<file path="src/rtl/mc_ctrl_unit_pkg.sv">
// mc_pkg: encodings shared by the multicycle controller and the datapath.
// Holds FSM state codes, decoded opcodes, ALU operations, every mux-select
// code and the packed bundle of controller outputs.
package mc_pkg;

  // FSM state codes (also visible on the debug state port)
  localparam logic [3:0] S_FETCH    = 4'd0;
  localparam logic [3:0] S_DECODE   = 4'd1;
  localparam logic [3:0] S_MEMCALC  = 4'd2;
  localparam logic [3:0] S_MEMLOAD  = 4'd3;
  localparam logic [3:0] S_MEMWRITE = 4'd4;
  localparam logic [3:0] S_REGWR    = 4'd5;
  localparam logic [3:0] S_REXEC    = 4'd6;
  localparam logic [3:0] S_RFIN     = 4'd7;
  localparam logic [3:0] S_OREXEC   = 4'd8;
  localparam logic [3:0] S_ORFIN    = 4'd9;
  localparam logic [3:0] S_BRFIN    = 4'd10;
  localparam logic [3:0] S_JAFIN    = 4'd11;

  // Decoded opcodes
  localparam logic [2:0] OP_ADDU = 3'd0;
  localparam logic [2:0] OP_SUBU = 3'd1;
  localparam logic [2:0] OP_ORI  = 3'd2;
  localparam logic [2:0] OP_LW   = 3'd3;
  localparam logic [2:0] OP_SW   = 3'd4;
  localparam logic [2:0] OP_BEQ  = 3'd5;
  localparam logic [2:0] OP_JAL  = 3'd6;
  localparam logic [2:0] OP_ILL  = 3'd7;

  // ALU operations
  localparam logic [1:0] ALU_ADD = 2'd0;
  localparam logic [1:0] ALU_SUB = 2'd1;
  localparam logic [1:0] ALU_OR  = 2'd2;

  // ALU operand A select
  localparam logic A_PC = 1'b0;
  localparam logic A_RA = 1'b1;

  // ALU operand B select
  localparam logic [1:0] B_FOUR  = 2'd0;
  localparam logic [1:0] B_RB    = 2'd1;
  localparam logic [1:0] B_EXTSH = 2'd2;
  localparam logic [1:0] B_EXT   = 2'd3;

  // Register-file write address select
  localparam logic [1:0] W_RT  = 2'd0;
  localparam logic [1:0] W_RD  = 2'd1;
  localparam logic [1:0] W_R31 = 2'd2;

  // Register-file write data select
  localparam logic [1:0] D_DR  = 2'd0;
  localparam logic [1:0] D_ALU = 2'd1;
  localparam logic [1:0] D_PC  = 2'd2;

  // Next-PC select
  localparam logic [1:0] P_TARGET = 2'd0;
  localparam logic [1:0] P_ALUOUT = 2'd1;
  localparam logic [1:0] P_JUMP   = 2'd2;

  // Every controller output except the debug state and the counter
  typedef struct packed {
    logic       mem_req;
    logic       pc_wr;
    logic       ir_wr;
    logic       ab_wr;
    logic       aluout_wr;
    logic       dr_wr;
    logic       target_wr;
    logic       dm_wr;
    logic       rf_wr;
    logic       illegal_op;
    logic       ext_sz;
    logic       alu_a_sel;
    logic [1:0] alu_b_sel;
    logic [1:0] alu_ctrl;
    logic [1:0] rf_w_sel;
    logic [1:0] rf_din_sel;
    logic [1:0] pc_sel;
  } ctrl_t;

endpackage

</file>
<file path="src/rtl/mc_ctrl_unit_mem_wait_timer.sv">
// mem_wait_timer: produces the memory-access done strobe.
// Ports:
//   clk, rst (sync, active-low)
//   mem_req  in  : a memory access is in progress this cycle
//   mem_ack  in  : memory completion (only looked at when USE_ACK=1)
//   done     out : the current access completes this cycle
// With USE_ACK=0 an access lasts MEM_LAT+1 cycles; wait_cnt restarts from 0
// whenever an access completes or no access is in progress.
module mem_wait_timer #(
  parameter int MEM_LAT = 0,
  parameter int USE_ACK = 0
) (
  input  logic clk,
  input  logic rst,
  input  logic mem_req,
  input  logic mem_ack,
  output logic done
);

  localparam logic [3:0] LAT = 4'(MEM_LAT);

  logic [3:0] wait_cnt;
  logic       lat_done;

  assign lat_done = (wait_cnt == LAT);
  // done is qualified by mem_req so a stray ack outside an access is ignored
  assign done = mem_req & ((USE_ACK != 0) ? mem_ack : lat_done);

  always_ff @(posedge clk) begin
    if (!rst || !mem_req || done) wait_cnt <= '0;
    else                          wait_cnt <= wait_cnt + 4'd1;
  end

endmodule

</file>
<file path="src/rtl/mc_ctrl_unit.sv">
// mc_ctrl_unit: Moore-style multicycle controller for the MIPS subset
// (addu, subu, ori, lw, sw, beq, jal).
// Ports:
//   clk, rst (sync, active-low)
//   op [2:0]          decoded opcode (7 = illegal)
//   zf                ALU zero flag (branch decision)
//   mem_ack           memory completion, USE_ACK=1 only
//   mem_req           memory access in progress
//   *_wr, dm_wr       register / memory write enables
//   ext_sz, alu_*_sel, alu_ctrl, rf_w_sel, rf_din_sel, pc_sel  datapath selects
//   illegal_op        one-cycle pulse when an illegal opcode is decoded
//   state [3:0]       current FSM state, for debug
//   retired [CNT_W-1:0] completed-instruction count, wraps
module mc_ctrl_unit
  import mc_pkg::*;
#(
  parameter int MEM_LAT = 0,
  parameter int USE_ACK = 0,
  parameter int CNT_W   = 32
) (
  input  logic             clk,
  input  logic             rst,
  input  logic [2:0]       op,
  input  logic             zf,
  input  logic             mem_ack,
  output logic             mem_req,
  output logic             pc_wr,
  output logic             ir_wr,
  output logic             ab_wr,
  output logic             aluout_wr,
  output logic             dr_wr,
  output logic             target_wr,
  output logic             dm_wr,
  output logic             rf_wr,
  output logic             ext_sz,
  output logic             alu_a_sel,
  output logic [1:0]       alu_b_sel,
  output logic [1:0]       alu_ctrl,
  output logic [1:0]       rf_w_sel,
  output logic [1:0]       rf_din_sel,
  output logic [1:0]       pc_sel,
  output logic             illegal_op,
  output logic [3:0]       state,
  output logic [CNT_W-1:0] retired
);

  logic [3:0] nxt;
  logic       retire;
  logic       req;
  logic       done;
  ctrl_t      c;
  ctrl_t      o;

  // Decoded from state alone so the timer's done has no path back into req
  assign req = (state == S_FETCH) || (state == S_MEMLOAD) || (state == S_MEMWRITE);

  mem_wait_timer #(
    .MEM_LAT (MEM_LAT),
    .USE_ACK (USE_ACK)
  ) u_timer (
    .clk     (clk),
    .rst     (rst),
    .mem_req (req),
    .mem_ack (mem_ack),
    .done    (done)
  );

  always_comb begin
    nxt    = S_FETCH;
    retire = 1'b0;
    case (state)
      S_FETCH:    nxt = done ? S_DECODE : S_FETCH;
      S_DECODE: begin
        case (op)
          OP_ADDU, OP_SUBU: nxt = S_REXEC;
          OP_ORI:           nxt = S_OREXEC;
          OP_LW, OP_SW:     nxt = S_MEMCALC;
          OP_BEQ:           nxt = S_BRFIN;
          OP_JAL:           nxt = S_JAFIN;
          default:          nxt = S_FETCH;   // illegal: abandon, no retire
        endcase
      end
      S_MEMCALC:  nxt = (op == OP_SW) ? S_MEMWRITE : S_MEMLOAD;
      S_MEMLOAD:  nxt = done ? S_REGWR : S_MEMLOAD;
      S_MEMWRITE: begin
        nxt    = done ? S_FETCH : S_MEMWRITE;
        retire = done;
      end
      S_REXEC:    nxt = S_RFIN;
      S_OREXEC:   nxt = S_ORFIN;
      S_REGWR, S_RFIN, S_ORFIN, S_BRFIN, S_JAFIN: begin
        nxt    = S_FETCH;
        retire = 1'b1;
      end
      default:    nxt = S_FETCH;
    endcase
  end

  always_comb begin
    c         = '0;
    c.mem_req = req;
    case (state)
      S_FETCH: begin
        c.alu_a_sel = A_PC;
        c.alu_b_sel = B_FOUR;
        c.alu_ctrl  = ALU_ADD;
        c.pc_sel    = P_ALUOUT;
        c.ir_wr     = done;
        c.pc_wr     = done;
      end
      S_DECODE: begin
        // Branch target PC+4+(imm<<2) is computed here speculatively
        c.ab_wr      = 1'b1;
        c.target_wr  = 1'b1;
        c.alu_a_sel  = A_PC;
        c.alu_b_sel  = B_EXTSH;
        c.ext_sz     = 1'b1;
        c.alu_ctrl   = ALU_ADD;
        c.illegal_op = (op == OP_ILL);
      end
      S_MEMCALC: begin
        c.alu_a_sel = A_RA;
        c.alu_b_sel = B_EXT;
        c.ext_sz    = 1'b1;
        c.alu_ctrl  = ALU_ADD;
        c.aluout_wr = 1'b1;
      end
      S_MEMLOAD:  c.dr_wr = done;
      S_MEMWRITE: c.dm_wr = done;
      S_REGWR: begin
        c.rf_wr      = 1'b1;
        c.rf_w_sel   = W_RT;
        c.rf_din_sel = D_DR;
      end
      S_REXEC: begin
        c.alu_a_sel = A_RA;
        c.alu_b_sel = B_RB;
        c.alu_ctrl  = (op == OP_SUBU) ? ALU_SUB : ALU_ADD;
        c.aluout_wr = 1'b1;
      end
      S_RFIN: begin
        c.rf_wr      = 1'b1;
        c.rf_w_sel   = W_RD;
        c.rf_din_sel = D_ALU;
      end
      S_OREXEC: begin
        c.alu_a_sel = A_RA;
        c.alu_b_sel = B_EXT;
        c.ext_sz    = 1'b0;
        c.alu_ctrl  = ALU_OR;
        c.aluout_wr = 1'b1;
      end
      S_ORFIN: begin
        c.rf_wr      = 1'b1;
        c.rf_w_sel   = W_RT;
        c.rf_din_sel = D_ALU;
      end
      S_BRFIN: begin
        c.alu_a_sel = A_RA;
        c.alu_b_sel = B_RB;
        c.alu_ctrl  = ALU_SUB;
        c.pc_sel    = P_TARGET;
        c.pc_wr     = zf;
      end
      S_JAFIN: begin
        // PC already holds PC+4 from FETCH, which is the link value
        c.rf_wr      = 1'b1;
        c.rf_w_sel   = W_R31;
        c.rf_din_sel = D_PC;
        c.pc_wr      = 1'b1;
        c.pc_sel     = P_JUMP;
      end
      default: c = '0;
    endcase
  end

  // Everything is held quiet while reset is asserted
  assign o = rst ? c : '0;

  assign mem_req    = o.mem_req;
  assign pc_wr      = o.pc_wr;
  assign ir_wr      = o.ir_wr;
  assign ab_wr      = o.ab_wr;
  assign aluout_wr  = o.aluout_wr;
  assign dr_wr      = o.dr_wr;
  assign target_wr  = o.target_wr;
  assign dm_wr      = o.dm_wr;
  assign rf_wr      = o.rf_wr;
  assign illegal_op = o.illegal_op;
  assign ext_sz     = o.ext_sz;
  assign alu_a_sel  = o.alu_a_sel;
  assign alu_b_sel  = o.alu_b_sel;
  assign alu_ctrl   = o.alu_ctrl;
  assign rf_w_sel   = o.rf_w_sel;
  assign rf_din_sel = o.rf_din_sel;
  assign pc_sel     = o.pc_sel;

  always_ff @(posedge clk) begin
    if (!rst) begin
      state   <= S_FETCH;
      retired <= '0;
    end else begin
      state <= nxt;
      if (retire) retired <= retired + CNT_W'(1);
    end
  end

endmodule
</file>
<file path="config.mk">
export PLATFORM = sky130hd
export DESIGN_NAME = mc_ctrl_unit
export DESIGN_NICKNAME = d
export VERILOG_FILES = /design/src/rtl/mc_ctrl_unit_pkg.sv /design/src/rtl/mc_ctrl_unit_mem_wait_timer.sv /design/src/rtl/mc_ctrl_unit.sv
export SDC_FILE = /design/constraint.sdc
export NUM_CORES = 1
export LEC_CHECK = 0
export CAP_MARGIN = 5
export CORE_ASPECT_RATIO = 0.6
export CORE_MARGIN = 2
export CORE_UTILIZATION = 35
export CTS_CLUSTER_DIAMETER = 60
export DETAILED_ROUTE_END_ITERATION = 6
export SYNTH_ARGS = -nofsm -noshare
export SYNTH_HDL_FRONTEND = slang
export SYNTH_SLANG_ARGS = --single-unit
</file>
<file path="constraint.sdc">
create_clock -name clk -period 2.55 [get_ports clk]
set_input_delay 0.765 -clock clk [delete_from_list [all_inputs] [get_ports clk]]
set_output_delay 0.765 -clock clk [all_outputs]
set_load 0.005 [all_outputs]
</file>
Yosys cells after proc, flatten, opt, wreduce, memory -nomap -nowiden. Cells that the tools add are included.

Logic and storage cells: 62. Bits in latches: 0. Output and inout port bits: 58. Memories kept: 0. Input port bits: 7. Register bits: 40. Bits in writable memories: 0. ROM bits: 0.

Shifts and indexed selects: 0. Divide/modulo/power cells: 0. Reduce and logical (&&, ||, !) cells: 16. Bitwise operators: 1. Equality and inequality tests: 18. Muxes and demuxes: 22. Add/subtract/negate cells: 2. Multiply operators: 0. $lt $le $gt $ge: 0.

Operator list (count): 32-bit by 1-bit adder with 32-bit output, second input constant (1); 4-bit case mux with 7 select lines (1); 5-bit case mux with 5 select lines (1); 22-bit two-way mux (1); 4-bit case mux with 5 select lines (1); 4-bit by 3-bit == test with 1-bit output, second input constant (4); 4-bit == test, second input constant (4); 3-bit == test, second input constant (4); 4-bit case mux with 3 select lines (1); 12-bit OR reduction (1); 1-bit two-way mux (11); 3-bit two-way mux (3); 4-bit by 2-bit == test with 1-bit output, second input constant (2); 4-bit zero test (2); 3-bit by 2-bit == test with 1-bit output, second input constant (2); 2-bit OR reduction (3); 5-bit OR reduction (1); 4-bit by 1-bit adder with 4-bit output, second input constant (1); 4-bit by 1-bit == test with 1-bit output, second input constant (1); 1-bit logical OR (4); 2-bit case mux with 2 select lines (1); 4-bit OR reduction (1); 3-bit by 1-bit == test with 1-bit output, second input constant (1); 3-bit zero test (1); other kinds (5) (6).

Logic depth before layout (Yosys ltp). Gate-level depths: netlist of run 1.

Depth in word-level cells: 6. Gate-level depth with buffers: 9. Depth with buffers taken out: 7.

Modules after synthesis. From an unflattened synthesis of run 1, not the netlist that was laid out.

Cell total of the unflattened synthesis: 281. Area, all modules: 2187.1 um^2.

Modules (own cells, without submodules): mc_ctrl_unit (instances 1, seq. area each 720.7 um^2, cells an instance 262, area each 1993.2 um^2); mem_wait_timer (instances 1, seq. area each 80.1 um^2, cells an instance 19, area each 193.9 um^2).

Least setup slack after synthesis of run 1. OpenSTA, ideal clock, no wires.

Path kind: input -> output. Start point: input rst. End point: output ir_wr. Cell stages on the path: 5. Buffers on the path: 1. Arrival: 1.690 ns. Setup slack: 0.095 ns. Path through: clkbuf_1 > clkinv_1 > nor2_1 > nand2_1 > nor4_1.

Word-level cells in the longest chain between the ends: 1.

Ends and longest elaborated chain: from (decl) (RTL line mc_ctrl_unit.sv:22) `input logic rst,`; 22-bit two-way mux (RTL line mc_ctrl_unit.sv:178) `assign o = rst ? c : '0;`; to (decl) (RTL line mc_ctrl_unit.sv:28) `output logic ir_wr,`.

No other way between the ends.

Worst setup path in the final report of run 1.
Start point: input op[0]. End point: output illegal_op.

Word-level cells in the longest chain between the ends: 3.

Ends and longest elaborated chain: from (decl) (RTL line mc_ctrl_unit.sv:23) `input logic [2:0] op,`; 3-bit == test (RTL line mc_ctrl_unit.sv:119) `c.illegal_op = (op == OP_ILL);`; 1-bit two-way mux (RTL line mc_ctrl_unit.sv:102) `case (state)`; 22-bit two-way mux (RTL line mc_ctrl_unit.sv:178); to (decl) (RTL line mc_ctrl_unit.sv:42) `output logic illegal_op,`.

No other way between the ends.

==> metrics.yaml, run 1 <==
cts-root-buf: "clkbuf_8"
layout_min_cycle_time_ns: 2.51
synthSimpleGateAreaFrac_pct: 29.7
synth_edf_count: 0
fp.dieW_um: 107
n_antenna_cell: 0
wl_per_cell_um: 14.5
place.gp.congestion: 0.956
synth_area_leaders: "dfxtp_1, a21oi_1, or3_1"
p_switching_w: 0.000675
die_h_um: 66.1
ctsHoldBuffers: 0
antenna_found_initial: 0
ioPinCount: 65
slew_headroom_pct: 64.7
clock-sinks: 40
tightest_slew_ns: 0.529
vias: 2460
max_freq_ghz: 0.398
tritoncts: "done"
holdPathEnd: "retired[31]"
ys_types: 45
syn_nets: 302
switching_share_pct: 32.7
required_ns: 1.79
drt_pass1_iterations: 4
syn_area_per_cell_um2: 7.69
nets: 394
timing_hold_violations_final: 0
holdWs_ns: 0.481
cap_violations: 0
synthArstFlopShare_pct: 0
drive_gt1_share_pct: 19.5
vdd_drop_max_mv: 0.235
clk_path_buf_depth: 2
synth_common_cells: "dfxtp_1, a21oi_1, nand2_1"
r2r-end: "retired[13]"
maxSlewViolCount: 0
drt_wl_total_um: 6780
ant_nets: 0
synth_top_cell_area_share_pct: 35.7
synthCells: 292
setup-tns-final_ns: 0
setup_viol: 0
crit_type: "primary input to primary output"
synth.largest_area_cell: "dfxtp_1"
internal-power_w: 0.00139
seq_area_frac_synth_pct: 35.7
area_growth_pct: 51.8
synth_seq_cells: 40
synth_compound_area_share_pct: 21.5
clk_latency_ns: 0.29
via_per_inst: 5.25
cp.arrival_ns: 1.74
drt_iter0_drc: 106
cts.clk_slew.worst_paths_ns: 0.07
cts_buffers: 5
ys.flop_type: "dfxtp_1"
hp-start: "retired[31]"
hold_class: "flip-flop to flip-flop"
dp_hpwl_um: 4880
grt_pass1_vias: 2264
seqPwrFrac_pct: 34.4
grt_overflow: 0
portBuffers: 63
rsz0062_at_grt: "true"
synthMuxAreaShare_pct: 0.891
period_share_pct: 98.4
synth_fa_ha_area_share_pct: 1.67
coreArea_mm2: 0.00617
endpoint_kind: "primary output"
r2r_setup_slack_ns: 0.11
htree_levels: 2
status: "finished, final reports clean"
worstRegToRegCells: 8
pwr-share-comb_pct: 41.2
final.fill_count: 581
cp_max_fo: 2
clock_skew_ns: 0.00923
whs_path_depth: 2
critPathLaunchType: "primary input"
start_util_pct: 36.4
critPathLaunch: "op[0]"
power_leakage_nw: 1.35
synth_top_family_by_area: "simple AND/OR/NAND/NOR gates"
yosysWarnings: 0
clock_power_share_pct: 24.4
powerDensity_mw_per_mm2: 605
track_usage_pct: 18.9
drcViolationCount: 0
dieArea_mm2: 0.00709
r2r-start: "u_timer.wait_cnt[1]"
synth_xor_xnor_area_share_pct: 4.29
grt_max_degree: 20
rows: 22
synth_most_common_cell: "dfxtp_1"
grt_pass1_wl_um: 10700
syn_area_mm2: 0.00225
==> how the worst max path moves through the flow <==
stage | depth (start not counted) | endpoint
2_1_floorplan | 5 | ir_wr
3_3_place_gp | 6 | ir_wr
3_5_place_dp | 5 | dm_wr
4_1_cts | 6 | dr_wr
5_1_grt | 8 | retired[23]
6_report | 4 | illegal_op
==> critical path, stage by stage <==
cell	delay [ns]
clkdlybuf4s50_1	0.49
buf_6	0.11
and4_1	0.15
dlygate4sd2_1	0.23
==> power groups by stage <==
stage | Clock [W] | Combinational, W | Sequential, W
2_1_floorplan | 0 | 0.000380 | 0.000700
3_3_place_gp | 0 | 0.000818 | 0.000719
3_5_place_dp | 0 | 0.000806 | 0.000713
4_1_cts | 0.000521 | 0.000812 | 0.000706
5_1_grt | 0.000549 | 0.000925 | 0.000715
6_report | 0.000504 | 0.000849 | 0.000710
==> layer usage <==
layer  GRT usage [%]  vias to the layer above  part of all wire [%]
li1                -                     1242                     -
met1            28.0                     1147                    54
met2            27.1                       69                    40
met3            5.62                        2                   6.4
met4            3.21                        0                  0.25
met5               0                        -                     0
==> through the flow <==
step / instances / area [um2] / total power [W] / util (%) / setup WS [ns]
6_report: 469 / 3410 / 0.00206 / 55.3 / 0.0406
5_1_grt: 469 / 3410 / 0.00219 / 55.3 / -0.0142
4_1_cts: 466 / 3330 / 0.00204 / 54.0 / 0.00346
3_5_place_dp: 456 / 3160 / 0.00152 / 51.3 / -0.615
3_3_place_gp: 456 / 3160 / 0.00154 / 51.3 / -0.596
2_1_floorplan: 292 / 2250 / 0.00108 / - / 0.0955
==> state kept, by name, indices dropped and copies added (netlist names) <==
register,flops
retired,32
state,4
u_timer.wait_cnt,4
==> final cells by class <==
type | instances | area [um2] | share of cell area, %
flip-flops and latches | 40 | 812 | 23.8
well taps | 84 | 105 | 3.08
multi-input cells | 222 | 1380 | 40.3
repair buffers | 102 | 955 | 28.0
clock buffers | 6 | 72.6 | 2.13
inverters | 13 | 53.8 | 1.58
clock inverters | 2 | 35.0 | 1.03
==> cells by family after synthesis <==
group | count (synthesis)
flops | 40
fa+ha+maj | 3
buf+inv | 31
compound gates | 80
xor+xnor | 11
simple gates | 125
mux | 2
==> what timing repair did <==
item                                    in CTS  in global routing
buffers inserted                             2                  2
gates cloned                                 0                  1
endpoints found under the setup margin      23                 25
gates resized for setup                     41                 20
pin swaps                                    3                  5
==> placed cells by master, fill, tap and decap left out, types with 7 or more instances in the layout <==
cell	netlist	layout
dlygate4sd2_1	0	7
clkdlybuf4s50_1	0	42
nor2_1	22	17
inv_1	12	12
dfxtp_1	40	37
nor3_1	8	8
nand2_1	25	24
o21ai_0	19	18
dlymetal6s2s_1	0	10
buf_4	4	35
xnor2_1	10	10
nand4_1	10	10
or3_1	17	16
nand3_1	12	12
a21oi_1	33	30
Power figures use the tool's default switching activity.
==> inputs of run 2 (changes only) <==
- TNS_END_PERCENT: unset -> 30
==> metrics.yaml, run 2 (synthesis results as in run 1) <==
max_freq_ghz: 0.391
holdWs_ns: 0.484
seqPwrFrac_pct: 34.5
fp.dieW_um: 107
portBuffers: 63
p_switching_w: 0.000669
cp.arrival_ns: 1.79
crit_type: "primary input to primary output"
endpoint_kind: "primary output"
powerDensity_mw_per_mm2: 605
place.gp.congestion: 0.956
maxSlewViolCount: 0
clock_skew_ns: 0.0101
setup_viol: 3
ioPinCount: 65
grt_pass1_wl_um: 10700
n_antenna_cell: 0
ant_nets: 0
hold_class: "flip-flop to flip-flop"
tritoncts: "done"
switching_share_pct: 32.5
setup_ws_ns: -0.00800
clk_latency_ns: 0.29
clk_path_buf_depth: 2
top_regs: "retired: 32 flops, state: 4 flops, u_timer.wait_cnt: 4 flops"
vias: 2446
clock-sinks: 40
drive_gt1_share_pct: 19.5
vdd_drop_max_mv: 0.240
drt_iter0_drc: 114
power_leakage_nw: 1.32
antenna_found_initial: 0
drt_wl_total_um: 6730
status: "complete, but fails checks"
tightest_slew_ns: 0.560
dieArea_mm2: 0.00709
violations: "negative setup slack"
critPathLaunchType: "primary input"
r2r_setup_slack_ns: 0.10
worstRegToRegCells: 7
grt_max_degree: 20
rsz0062_at_grt: "true"
htree_levels: 2
ctsHoldBuffers: 0
cp_max_fo: 3
start_util_pct: 36.4
grt_pass1_vias: 2264
stdcell_count: 468
largest_register_ffs: 32
nets: 393
dp_hpwl_um: 4880
internal-power_w: 0.00139
whs_path_depth: 2
track_usage_pct: 18.9
area_growth_pct: 51.5
pwr-share-comb_pct: 41.0
total_power_w: 0.00206
cap_violations: 0
clock_power_share_pct: 24.5
rows: 22
coreArea_mm2: 0.00617
dpl.cell_count: 456
layout_common_cells: "clkdlybuf4s50_1, dfxtp_1, buf_4"
drt_pass1_iterations: 4
drcViolationCount: 0
via_per_inst: 5.23
slew_headroom_pct: 62.5
top_register: "retired"
cts-root-buf: "clkbuf_8"
layout_commonest_cell: "clkdlybuf4s50_1"
grt_overflow: 0
layout_min_cycle_time_ns: 2.56
die_h_um: 66.1
wl_per_cell_um: 14.4
period_share_pct: 100
timing_hold_violations_final: 0
cts_buffers: 5
required_ns: 1.79
cts.clk_slew.worst_paths_ns: 0.07
-- run 2: layout make-up --
type                       count  area (um2)
clock inverter                 2        35.0
multi-input combinational    222        1370
fill                         578        2760
inverter                      13        53.8
sequential                    40         810
clock buffer                   6        72.6
tap                           84         105
timing repair buffer         101         955
-- run 2: repair_timing --
item | 4_1_cts | 5_1_grt
setup buffers | 2 | 1
endpoints found under the setup margin | 23 | 27
gates resized for setup | 37 | 22
pin swaps | 2 | 7
gates cloned | 0 | 1
-- run 2: worst max-delay path, stage by stage --
cell and delay, ns:
buf_4 0.12, buf_4 0.12, nand2_2 0.07, nor2_2 0.12, buf_4 0.12, clkdlybuf4s50_1 0.49
-- run 2: path summary, 6_finish.rpt --
| kind | startpoint | endpoint |
|---|---|---|
| setup / recovery | rst | target_wr |
| hold / removal | retired[31] | retired[31] |
| setup reg to reg | u_timer.wait_cnt[1] | retired[25] |
| hold reg to reg | retired[31] | retired[31] |
-- run 2: layer usage --
layer,wire length [um],global-route usage (%),vias up
li1,-,-,1237
met4,17,3.21,0
met3,484,5.62,2
met5,0,0,-
met2,2630,27.1,71
met1,3600,28.0,1136
-- run 2: power groups by stage --
stage          logic [W]  clock network, W  registers (W)
6_report        0.000844          0.000505       0.000710
3_3_place_gp    0.000818                 0       0.000719
5_1_grt         0.000920          0.000549       0.000714
4_1_cts         0.000812          0.000521       0.000704
3_5_place_dp    0.000806                 0       0.000713
2_1_floorplan   0.000380                 0       0.000700
-- run 2: through the flow --
step	worst slack (ns)	TNS (ns)	utilization, %	cell area (um2)
CTS	-0.139	-0.275	53.9	3330
detailed placement	-0.615	-10.27	51.3	3160
global placement	-0.596	-9.82	51.3	3160
finish	-0.00800	-0.0155	55.2	3400
global route	-0.0643	-0.312	55.2	3400
floorplan	0.0955	0	-	2250
